===== config.mk =====
export PLATFORM = sky130hd
export DESIGN_NAME = fifo_flops_prog
export DESIGN_NICKNAME = d
export VERILOG_FILES = /design/src/rtl/fifo_flops_prog.sv
export SDC_FILE = /design/constraint.sdc
export NUM_CORES = 1
export LEC_CHECK = 0
export CAP_MARGIN = 25
export CORE_ASPECT_RATIO = 0.7
export CORE_MARGIN = 5
export CORE_UTILIZATION = 50
export CTS_CLUSTER_DIAMETER = 80
export CTS_CLUSTER_SIZE = 25
export DETAILED_ROUTE_END_ITERATION = 16
export PLACE_DENSITY_LB_ADDON = 0.05
export SLEW_MARGIN = 20
export SYNTH_ARGS = -nofsm -noshare
export SYNTH_HDL_FRONTEND = slang
export SYNTH_SLANG_ARGS = --single-unit

===== constraint.sdc =====
create_clock -name clk -period 5.9 [get_ports clk]
set_input_delay 0.59 -clock clk [delete_from_list [all_inputs] [get_ports clk]]
set_output_delay 0.59 -clock clk [all_outputs]
set_load 0.1 [all_outputs]

===== src/rtl/fifo_flops_prog.sv =====
// Flop-based FIFO with occupancy count, programmable almost-full/almost-empty,
// sticky overflow/underflow flags and a selectable first-word-fall-through read port.
module fifo_flops_prog #(
    parameter int depth = 8,
    parameter int bits  = 16,
    parameter int fwft  = 0,
    localparam int cnt_w = $clog2(depth + 1)
) (
    input  logic             clk,
    input  logic             rst,
    input  logic [bits-1:0]  Din,
    input  logic             push,
    input  logic             pop,
    output logic [bits-1:0]  Dout,
    output logic             full,
    output logic             pndng,
    output logic [cnt_w-1:0] count,
    input  logic [cnt_w-1:0] af_thresh,
    input  logic [cnt_w-1:0] ae_thresh,
    output logic             almost_full,
    output logic             almost_empty,
    output logic             overflow,
    output logic             underflow,
    input  logic             clr_err
);

    localparam int ptr_w = $clog2(depth);
    localparam logic [ptr_w-1:0] last_ptr  = ptr_w'(depth - 1);
    localparam logic [cnt_w-1:0] depth_cnt = cnt_w'(depth);

    logic [bits-1:0]  mem_q [depth];
    logic [ptr_w-1:0] rd_ptr_q, rd_ptr_d;
    logic [ptr_w-1:0] wr_ptr_q, wr_ptr_d;
    logic [cnt_w-1:0] count_q, count_d;
    logic             ovf_q, ovf_d;
    logic             unf_q, unf_d;
    logic             push_ok, pop_ok;

    // Status flags decode only the registered count, never the live push/pop.
    assign full         = (count_q == depth_cnt);
    assign pndng        = (count_q != '0);
    assign count        = count_q;
    assign almost_full  = (count_q >= af_thresh);
    assign almost_empty = (count_q <= ae_thresh);
    assign overflow     = ovf_q;
    assign underflow    = unf_q;

    always_comb begin
        pop_ok   = pop && pndng;
        push_ok  = push && (!full || pop_ok);

        rd_ptr_d = rd_ptr_q;
        if (pop_ok) begin
            rd_ptr_d = (rd_ptr_q == last_ptr) ? '0 : rd_ptr_q + 1'b1;
        end

        wr_ptr_d = wr_ptr_q;
        if (push_ok) begin
            wr_ptr_d = (wr_ptr_q == last_ptr) ? '0 : wr_ptr_q + 1'b1;
        end

        count_d = count_q;
        case ({push_ok, pop_ok})
            2'b10:   count_d = count_q + 1'b1;
            2'b01:   count_d = count_q - 1'b1;
            default: count_d = count_q;
        endcase

        // A new error event overrides a clear issued in the same cycle.
        ovf_d = clr_err ? 1'b0 : ovf_q;
        if (push && !push_ok) begin
            ovf_d = 1'b1;
        end
        unf_d = clr_err ? 1'b0 : unf_q;
        if (pop && !pndng) begin
            unf_d = 1'b1;
        end
    end

    always_ff @(posedge clk or posedge rst) begin
        if (rst) begin
            rd_ptr_q <= '0;
            wr_ptr_q <= '0;
            count_q  <= '0;
            ovf_q    <= 1'b0;
            unf_q    <= 1'b0;
        end else begin
            rd_ptr_q <= rd_ptr_d;
            wr_ptr_q <= wr_ptr_d;
            count_q  <= count_d;
            ovf_q    <= ovf_d;
            unf_q    <= unf_d;
        end
    end

    always_ff @(posedge clk) begin
        if (push_ok) begin
            mem_q[wr_ptr_q] <= Din;
        end
    end

    if (fwft != 0) begin : g_fwft
        assign Dout = pndng ? mem_q[rd_ptr_q] : '0;
    end else begin : g_reg
        logic [bits-1:0] dout_q;

        always_ff @(posedge clk or posedge rst) begin
            if (rst) begin
                dout_q <= '0;
            end else if (pop_ok) begin
                dout_q <= mem_q[rd_ptr_q];
            end
        end

        assign Dout = dout_q;
    end

endmodule


Yosys cells after proc, flatten, opt, wreduce, memory -nomap -nowiden
Memory sizes are Yosys's and may differ from the RTL's. A register that Yosys moved wholly into a read port is not among the register bits.
Cells that the tools add are included.
Word-level totals
  flip-flop bits (word level): 12
  RAM bits: 128
  input port bits: 29
  output and inout port bits: 26
  logic and storage cells: 37
  memories kept: 1
Memory list
  mem_q: depth 8, width 16, read ports 1, clocked after memory_dff 1, wr ports 1, RTL line 31  | logic [bits-1:0] mem_q [depth];
Operators by class
  $add $sub $neg: 4
  $lt $le $gt $ge: 2
  eq/ne operators: 5
  multiplexer cells: 8
  reductions and logical operators: 12
Operator list (count)
  $pmux W4 S2: 1
  $add A3 B1 Y3 const B: 2
  $eq A3 B3 Y1 const B: 2
  $mux W3: 2
  $reduce_bool A2 Y1: 3
  $mux W1: 5
  $add A4 B1 Y4 const B: 1
  $eq A4 B4 Y1 const B: 1
  $ge A4 B4 Y1: 1
  $le A4 B4 Y1: 1
  $logic_and A1 B1 Y1: 4
  $reduce_bool A4 Y1: 1
  $sub A4 B1 Y4 const B: 1
  $logic_not A1 Y1: 3
  $eq A2 B1 Y1 const B: 1
  $eq A2 B2 Y1 const B: 1
  $logic_or A1 B1 Y1: 1

Longest topological paths before layout
  depth after elaboration: 7
  gate-level depth with buffers: 9
  mapped depth without buffers: 9

Worst setup path after synthesis
Ideal clock, no wire load.
  path kind: register to output
  start point: reg count_q[1], in the netlist count[1]
  end point: out almost_empty
  arrival time: 3919 ps
  data required time: 5310 ps
  path slack: 1391 ps
  stages on the path, launching flop included: 6
  buffers on the path: 0
  cells stage by stage: dfrtp_1 > ha_1 > nor2b_1 > o21a_1 > o21a_1 > o21ai_0
Between the ends
  word-level cells in the longest chain between the ends: 1
Ends and longest elaborated chain
  start, declared: RTL line 34  | logic [cnt_w-1:0] count_q, count_d;
  start signal, assigned: RTL line 90  | count_q <= count_d;
  $le A4 B4 Y1: RTL line 44  | assign almost_empty = (count_q <= ae_thresh);
  end, declared: RTL line 21  | output logic almost_empty,
No other way between the ends.

Worst setup path in the final report
  start point: in ae_thresh[1]
  end point: out almost_empty
Between the ends
  word-level cells in the longest chain between the ends: 1
Ends and longest elaborated chain
  start, declared: RTL line 19  | input logic [cnt_w-1:0] ae_thresh,
  $le A4 B4 Y1: RTL line 44
No other way between the ends.

==> results.json <==
{
  "count_of_input_and_output_buffers": 54,
  "grt_pass1_vias": 3607,
  "critPathLaunchType": "input pin",
  "startpoint_of_the_worst_register_to_register_path": "count[1]$_DFFE_PP0P_",
  "final_period_minus_worst_setup_slack_ns": 3.74,
  "synth_top_area_share_pct": 60.0,
  "area.sequential_um2": 4550,
  "timing.max_cap.violations": 0,
  "status": "finished clean",
  "synth_largest_area_cell": "sky130_fd_sc_hd__edfxtp_1",
  "chipWidth_um": 145,
  "ys_ff_latch": 156,
  "leakage_power_figure_nw": 2.81,
  "min_path_type": "flop to flop",
  "worst_setup_path_startpoint": "ae_thresh[1]",
  "worstMarginPinSlew_ns": 1.03,
  "synthTopCellsByArea": "sky130_fd_sc_hd__edfxtp_1 (60%), sky130_fd_sc_hd__dfrtp_1 (11%), sky130_fd_sc_hd__mux2_2 (6.7%)",
  "totalNegativeSetupSlack_ns": 0,
  "maxSlewHeadroom_pct": 30.7,
  "antenna_left": 0,
  "antenna_cells_inserted": 0,
  "first_pass_iters": 4,
  "hold_path_startpoint": "Dout[15]$_DFFE_PP0P_",
  "wire_length_of_the_first_global_routing_pass_um": 20000,
  "syn_area_um2": 6400,
  "num-fill-cells": 964,
  "cell_pwr_density_nw_per_um2": 571,
  "syn2layout_area_growth_pct": 20.2,
  "synth_area_per_cell_um2": 16.4,
  "globalRouteTotalUtil_pct": 17.2,
  "clock-skew-final_ns": 0.0116,
  "synth_seq_area_share_pct": 71.0,
  "initial_antenna_violation_count": 0,
  "most_frequent_standard_cell_in_the_layout_excluding_fill_and_tap_cells": "sky130_fd_sc_hd__edfxtp_1",
  "peak_clock_frequency_supported_by_timing_ghz": 0.268,
  "tritoncts_num_sinks": 156,
  "worst_skew_pair.late_latency_ns": 0.42,
  "core_um2": 12500,
  "final_min_period_over_clock_period_pct": 63.3,
  "netlist-cell-type-count": 37,
  "number_of_vias_per_cell_after_detailed_routing": 5.48,
  "globalplace.congestion": 0.712,
  "ctsRootBufferMaster": "sky130_fd_sc_hd__clkbuf_16",
  "synthesis.nets": 434,
  "setup.worst_path.end_class": "output port",
  "criticalPathCategory": "input pin to output port",
  "cts.reportedPaths.clkPinSlew_ns": 0.06,
  "dp.final_hpwl_um": 7220,
  "multi_input_comb_area_um2": 1720,
  "drt_iter0_markers": 217,
  "hold_viol": 0,
  "postCtsSetupRepairBufs": 0,
  "grt-ovfl-total": 0,
  "setup_viol": 0,
  "pre_cts_slack_ns": 2.16,
  "start_util_pct": 51.4,
  "rsz_0062_raised_after_global_routing": "false",
  "number_of_warning_messages_in_the_yosys_log": 0,
  "top_level_ports": 55,
  "worst_ep_required_time_ns": 5.31,
  "crit_arrival_ns": 3.15,
  "postCtsResizedCells": 0,
  "detail_route.wirelength_um": 12500,
  "dieArea_um2": 15200,
  "cts.htree.levels": 4,
  "worst-r2r-setup-slack_ns": 2.53,
  "dr_total_vias": 3451,
  "cts_made_buffers": 17,
  "floorplan.die.height_um": 105,
  "cts.path.max_buffers": 2,
  "tritoncts": "built",
  "ctsHoldBuffers": 0,
  "fin_nets": 499,
  "avgRoutedWirePerCell_um": 19.9,
  "grt_start_max_net_pins": 48,
  "slew_viol_final": 0,
  "floorplan.rows": 34,
  "crit_path_max_fanout": 2,
  "syn-instance-count": 390,
  "drc": 0,
  "peakVddDrop_uv": 410,
  "share_of_final_layout_standard_cells_stronger_than_drive_strength_1_pct": 19.9,
  "fin_ws_ns": 2.16,
  "layout.cells.most_common_list": "sky130_fd_sc_hd__edfxtp_1 (128), sky130_fd_sc_hd__clkdlybuf4s50_1 (54), sky130_fd_sc_hd__mux2_2 (38)"
}
-- cell families (layout without fill, tap and decap cells) --
group,count (synthesis),after routing,synth area share [%]
AO/OA/AOI/OAI,65,65,7.15
adder cells (fa/ha/maj),15,15,3.05
multiplexers,72,72,12.0
AND/OR/NAND/NOR,47,47,3.67
flip-flops,156,156,71.0
XOR/XNOR,3,3,0.411
buffers and inverters,32,110,2.70
-- worst max-delay path, cell delays in order --
cell	delay (ns)
sky130_fd_sc_hd__clkdlybuf4s50_1	0.45
sky130_fd_sc_hd__inv_1	0.04
sky130_fd_sc_hd__ha_1	0.28
sky130_fd_sc_hd__nor2b_1	0.14
sky130_fd_sc_hd__o21a_1	0.16
sky130_fd_sc_hd__o21a_1	0.16
sky130_fd_sc_hd__o21ai_0	0.16
sky130_fd_sc_hd__clkdlybuf4s50_1	1.16
-- report_power, final --
group          switching, mW  internal (mW)
Clock                  0.433          0.594
Sequential             0.154           1.43
Combinational           1.19          0.591
Total                   1.78           2.61
-- final timing paths --
kind,end,cells after the start
hold / removal,Dout[15]$_DFFE_PP0P_,2
setup reg to reg,count[3]$_DFFE_PP0P_,9
max in group asynchronous,rd_ptr_q[0]$_DFFE_PP0P_,3
min in group asynchronous,Dout[2]$_DFFE_PP0P_,3
hold reg to reg,Dout[15]$_DFFE_PP0P_,2
setup / recovery,almost_empty,8
-- Yosys cell counts --
library cell and n:
sky130_fd_sc_hd__nor4_1 1, sky130_fd_sc_hd__a221o_1 16, sky130_fd_sc_hd__o21ai_2 1, sky130_fd_sc_hd__nand2b_1 6
sky130_fd_sc_hd__nand2_1 20, sky130_fd_sc_hd__mux2i_1 33, sky130_fd_sc_hd__buf_2 6, sky130_fd_sc_hd__clkbuf_1 6
sky130_fd_sc_hd__and4b_1 1, sky130_fd_sc_hd__nor3_2 1, sky130_fd_sc_hd__o211ai_1 1, sky130_fd_sc_hd__or2_2 2
sky130_fd_sc_hd__ha_1 14, sky130_fd_sc_hd__nor2_1 6, sky130_fd_sc_hd__a21oi_1 2, sky130_fd_sc_hd__a211o_1 1
sky130_fd_sc_hd__fa_1 1, sky130_fd_sc_hd__buf_6 2, sky130_fd_sc_hd__mux2_2 38, sky130_fd_sc_hd__nand2_2 1
sky130_fd_sc_hd__a22oi_1 1, sky130_fd_sc_hd__or4_4 1, sky130_fd_sc_hd__buf_4 2, sky130_fd_sc_hd__nor2b_1 2
sky130_fd_sc_hd__o21ai_0 2, sky130_fd_sc_hd__nor3_1 5, sky130_fd_sc_hd__edfxtp_1 128, sky130_fd_sc_hd__nand4_1 1
sky130_fd_sc_hd__o21ai_1 16, sky130_fd_sc_hd__xnor2_1 3, sky130_fd_sc_hd__inv_1 14, sky130_fd_sc_hd__buf_8 2
sky130_fd_sc_hd__mux2_1 1, sky130_fd_sc_hd__o22ai_1 18, sky130_fd_sc_hd__dfrtp_1 28, sky130_fd_sc_hd__a21o_1 5
sky130_fd_sc_hd__o21a_1 2
-- layout make-up --
type | instances | area share [%]
Multi-Input combinational cell | 202 | 22.3
Timing Repair Buffer | 64 | 8.00
Clock buffer | 19 | 5.76
Inverter | 14 | 0.683
Clock inverter | 13 | 1.54
Tap cell | 162 | 2.63
Sequential cell | 156 | 59.1
-- per-stage QoR --
stage / power [mW] / hold slack (ns) / utilization (%) / instance area [um2] / std cells
2_1_floorplan: 2.97 / 0.556 / - / 6400 / 390
3_3_place_gp: 3.38 / 0.470 / 57.2 / 7130 / 598
3_5_place_dp: 3.41 / 0.477 / 57.2 / 7130 / 598
4_1_cts: 4.44 / 0.491 / 61.7 / 7690 / 630
5_1_grt: 4.61 / 0.512 / 61.7 / 7690 / 630
6_report: 4.39 / 0.487 / 61.7 / 7690 / 630
-- per-layer routing --
metal  routed length [um]  track usage, %  part of all wire [%]
met5                    0               0                     0
met4                   66            4.99                  0.53
met3                  667            4.20                   5.3
met2                 5980            27.4                    48
met1                 5800            23.7                    46
-- sequential cells by signal (all words and copies together) (netlist names) --
name	flops
count	4
rd_ptr_q	3
overflow	1
underflow	1
wr_ptr_q	3
Dout	16
mem_q	128
Power figures use the tool's default switching activity.
